<file path="config.mk">
export PLATFORM = sky130hd
export DESIGN_NAME = dct8_mac_accum
export DESIGN_NICKNAME = d
export VERILOG_FILES = /design/src/rtl/dct_fixed_pkg.sv /design/src/rtl/dct8_mac_accum_q16_mul.sv /design/src/rtl/dct8_mac_accum.sv
export SDC_FILE = /design/constraint.sdc
export NUM_CORES = 2
export LEC_CHECK = 0
export CORE_MARGIN = 2
export CORE_UTILIZATION = 25
export CTS_CLUSTER_SIZE = 10
export DETAILED_ROUTE_END_ITERATION = 12
export PLACE_DENSITY_LB_ADDON = 0.12
export SKIP_LAST_GASP = 1
export SLEW_MARGIN = 20
export SYNTH_ARGS = -nofsm -noshare
export SYNTH_HDL_FRONTEND = slang
export SYNTH_HIERARCHICAL = 1
export SYNTH_SLANG_ARGS = --single-unit
</file>
<file path="constraint.sdc">
create_clock -name clk -period 2.97 [get_ports clk]
set_clock_uncertainty 0.15 [all_clocks]
set_input_delay 0.4455 -clock clk [delete_from_list [all_inputs] [get_ports clk]]
set_output_delay 0.4455 -clock clk [all_outputs]
set_load 0.02 [all_outputs]
</file>
<file path="src/rtl/dct_fixed_pkg.sv">
// dct_fixed_pkg: shared Q16.16 constants and MAC state type
package dct_fixed_pkg;
  localparam int Q_FRAC = 16;
  localparam int DATA_W = 32;
  localparam logic [DATA_W-1:0] Q_MAX = 32'h7FFF_FFFF;
  localparam logic [DATA_W-1:0] Q_MIN = 32'h8000_0000;
  typedef enum logic [1:0] {IDLE, ACCUM, HOLD} mac_state_e;
endpackage

</file>
<file path="src/rtl/dct8_mac_accum_q16_mul.sv">
// q16_mul: combinational Q16.16 sign-magnitude multiply truncating toward zero
//   a, b : signed Q16.16 operands
//   p    : signed Q16.16 product
module q16_mul
  import dct_fixed_pkg::*;
(
  input  logic [DATA_W-1:0] a,
  input  logic [DATA_W-1:0] b,
  output logic [DATA_W-1:0] p
);
  localparam int PW = DATA_W + Q_FRAC;
  logic [DATA_W-1:0] ma, mb, mag;
  logic [PW-1:0] prod;
  always_comb begin
    // -2^31 negates to itself, which read unsigned is the magnitude 2^31
    ma = a[DATA_W-1] ? -a : a;
    mb = b[DATA_W-1] ? -b : b;
    // only product bits [47:16] are kept, so a 48-bit product suffices
    prod = PW'(ma) * PW'(mb);
    mag = DATA_W'(prod >> Q_FRAC);
    p = (a[DATA_W-1] ^ b[DATA_W-1]) ? -mag : mag;
  end
endmodule

</file>
<file path="src/rtl/dct8_mac_accum.sv">
// dct8_mac_accum: N_TERMS-term Q16.16 multiply-accumulate with valid/ready handshakes
//   clk, rst_n          : clock, async active-low reset
//   in_valid/in_ready   : term handshake, operands in_a, in_b (Q16.16)
//   out_valid/out_ready : result handshake, out_sum (Q16.16), out_ovf
//   MAC_SATURATE_EN     : when defined, out_sum clamps on overflow instead of wrapping
module dct8_mac_accum
  import dct_fixed_pkg::*;
#(
  parameter int N_TERMS = 8,
  parameter int ACC_W   = 40
) (
  input  logic              clk,
  input  logic              rst_n,
  input  logic              in_valid,
  output logic              in_ready,
  input  logic [DATA_W-1:0] in_a,
  input  logic [DATA_W-1:0] in_b,
  output logic              out_valid,
  input  logic              out_ready,
  output logic [DATA_W-1:0] out_sum,
  output logic              out_ovf
);
  localparam int CW = $clog2(N_TERMS);
  mac_state_e state_q, state_d;
  logic [ACC_W-1:0] acc_q, acc_d, acc_nx;
  logic [CW-1:0] cnt_q, cnt_d;
  logic [DATA_W-1:0] sum_q, sum_d, sum_nx, prod;
  logic ovf_q, ovf_d, ovf_nx;
  logic [ACC_W-DATA_W:0] top_bits;
  q16_mul u_mul (.a(in_a), .b(in_b), .p(prod));
  assign in_ready = state_q != HOLD;
  assign out_valid = state_q == HOLD;
  assign out_sum = sum_q;
  assign out_ovf = ovf_q;
  always_comb begin
    acc_nx = acc_q + {{(ACC_W-DATA_W){prod[DATA_W-1]}}, prod};
    // the sum fits signed 32 bits only if bit 31 and everything above agree
    top_bits = acc_nx[ACC_W-1:DATA_W-1];
    ovf_nx = |top_bits && !(&top_bits);
`ifdef MAC_SATURATE_EN
    sum_nx = ovf_nx ? (acc_nx[ACC_W-1] ? Q_MIN : Q_MAX) : acc_nx[DATA_W-1:0];
`else
    sum_nx = acc_nx[DATA_W-1:0];
`endif
    state_d = state_q;
    acc_d = acc_q;
    cnt_d = cnt_q;
    sum_d = sum_q;
    ovf_d = ovf_q;
    if (state_q == HOLD) begin
      if (out_ready) begin
        state_d = IDLE;
        acc_d = '0;
        cnt_d = '0;
      end
    end else if (in_valid) begin
      acc_d = acc_nx;
      cnt_d = cnt_q + 1'b1;
      state_d = (cnt_q == CW'(N_TERMS - 1)) ? HOLD : ACCUM;
      sum_d = (cnt_q == CW'(N_TERMS - 1)) ? sum_nx : sum_q;
      ovf_d = (cnt_q == CW'(N_TERMS - 1)) ? ovf_nx : ovf_q;
    end
  end
  always_ff @(posedge clk or negedge rst_n) begin
    if (!rst_n) begin
      state_q <= IDLE;
      acc_q <= '0;
      cnt_q <= '0;
      sum_q <= '0;
      ovf_q <= 1'b0;
    end else begin
      state_q <= state_d;
      acc_q <= acc_d;
      cnt_q <= cnt_d;
      sum_q <= sum_d;
      ovf_q <= ovf_d;
    end
  end
endmodule

</file>
==> results.yml <==
logic_synthesis:
  synth_area_um2: 34700
  seq_area_frac_synth_pct: 5.63
  synth_top_family_by_area: "adder cells"
  yosysWarnings: 6
  postSynthNetCount: 5069
  synth_adder_area_share_pct: 52.8
  synth.distinct_cells: 90
  syn_avg_cell_area_um2: 8.66
  synthFlopType: "dfrtp_1"
  synth_xor_area_share_pct: 6.00
  syn_inst: 4005
  yosys.area_share.simple_pct: 15.4
  async_reset_ff_share_pct: 100
  muxShareOfSynthArea_pct: 1.22
  synth-seq-cells: 78
  synth_compound_area_share_pct: 8.09
  synth-edff-count: 0
cts:
  clockBufferDepth: 2
  cts_tree: "done"
  clk_latency_ps: 370
  cts_sinks: 78
  root_buffer: "clkbuf_16"
  numCtsBuffers: 9
  h-tree-depth: 3
  clkTransAtPathRegs_ps: 60
grt:
  grt_max_degree: 45
  grtUsageMet1_pct: 27.1
  antenna_found_initial: 4
  global_route.overflow_total: 0
  grt_pass1_wl_um: 210000
  grtUsageMet2_pct: 34.4
  gr-max-usage-layer: "met2"
  groute.usage.overall_pct: 19.9
  met3_usage_pct: 1.46
  first_global_vias: 32647
final_layout:
  nets: 6099
  most-common-layout-cells: "915 x buf_4, 786 x inv_1, 742 x fa_1, 520 x nand2_1, 478 x nor2_1"
  layout-drive-gt1-share_pct: 32.9
  fin_util_pct: 36.8
  final_cells: 6835
  final_common_cell: "buf_4"
  syn2layout_area_growth_pct: 45.9
sta:
  hold_ws_ps: 334
  tightest_slew_ps: 879
  fmax_mhz: 87.2
  rsz0062_at_grt: "yes"
  finalSetupViolCount: 73
  fin_crit_sh_pct: 386
  maxSlewHeadroom_pct: 41.2
  fin_setup_tns_ps: -541600
  period_needed_ps: 11470
  finalHoldViolations: 0
  maxSlewViolCount: 0
  setup_slack_ps: -8500
floorplan:
  ioPinCount: 103
  fp.dieW_um: 376
  die-area_um2: 142000
  coreArea_um2: 137000
  initial_core_util_pct: 25.2
  die_y_um: 376
  row_count: 136
routing:
  dr.pass1.iters: 5
  vias: 30585
  drc: 0
  drt_iter0_drc: 1417
  antenna_left: 0
  avgViaCountPerCell: 4.47
  wire_per_inst_um: 20.4
  routed_wirelength_um: 140000
placed_design:
  placement.io_buffers: 102
  dp.cells: 6657
  hpwl_um: 122000
  place.gp.congestion: 0.880
setup_path:
  required_ps: 3060
  arrival_ps: 11550
  crit_path_max_incr_delay_ps: 630
  startpoint_type: "input port"
  crit_type: "in -> reg"
  path_max_fanout: 8
  end_kind: "register"
  critPathSlowestCell: "fa_2"
outcome:
  status: "finished with violations"
  violations: "negative setup slack"
run:
  max-cap-violations: 0
hold_path:
  hp-class: "reg -> reg"
## layer usage
layer,vias up,wire (um)
met1,15835,62700
met4,0,3260
met5,-,0
met2,445,69700
met3,96,3900
li1,14209,-
## kinds of logic after synthesis
logic type,after synthesis
muxes,37
adders and majority gates,996
buffers and inverters,997
DFF,78
xor gates and xnor gates,233
and+or+nand+nor,1260
AOI/OAI and AO/OA,404
## worst paths after layout
path	start	end	slack, ps	cells after the start
setup / recovery	in_b[16]	out_ovf	-8500	46
hold / removal	state_q[0]	state_q[0]	330	1
setup reg to reg	acc_q[0]	out_ovf	-650	14
hold reg to reg	state_q[0]	state_q[0]	330	1
max in group asynchronous	rst_n	out_sum[7]	1540	3
min in group asynchronous	rst_n	acc_q[35]	490	2
## sequential cells by signal, summed over array words and instances, names as in the netlist
name and count:
acc_q 40, out_ovf 1, state_q 2, cnt_q 3, out_sum 32
## cells in the mapped netlist, drive strengths merged (33+ instances only)
| master | count | area (um2) |
|---|---|---|
| fa | 779 | 15600 |
| dfrtp | 78 | 1950 |
| a21oi | 115 | 583 |
| xor2 | 80 | 719 |
| o21ai | 67 | 335 |
| xnor2 | 152 | 1340 |
| nand2 | 551 | 2070 |
| nor2 | 509 | 1910 |
| clkbuf | 170 | 641 |
| nand4 | 33 | 206 |
| a22o | 36 | 315 |
| ha | 217 | 2720 |
| inv | 813 | 3050 |
## through the flow
stage          setup WS, ps  instance area, um2
2_1_floorplan         -8690               35300
3_3_place_gp          -9660               46100
3_5_place_dp          -9680               46100
4_1_cts               -8530               49200
5_1_grt               -8880               50600
6_report              -8500               50600
## worst max-delay path, delay by kind of cell
kind | cells | cell delay [ps]
AO/OA/AOI/OAI | 8 | 1520
buffers and inverters | 10 | 1220
adder cells (fa/ha/maj) | 10 | 4710
AND/OR/NAND/NOR | 14 | 3060
multiplexers | 1 | 90
XOR/XNOR | 3 | 470
## repair_timing
item,CTS,global route
gates resized for setup,458,251
hold buffers,1,0
gates cloned,1,0
pin swaps,269,202
endpoints found under the setup margin,73,73
buffers inserted,125,47
hold endpoints to repair,37,0
## final cells by class
type,count,area [um2]
fillers,14230,86900
multi-input cells,2930,32200
repair buffers,1202,10800
inverters,814,3080
well taps,1794,2240
flip-flops and latches,78,1950
clock buffers,10,229
clock inverters,5,60.1
diodes,2,5.00
Power is left out: the tool's default activity adds up to more than one toggle a clock period on the data nets, which glitch-free logic cannot reach.
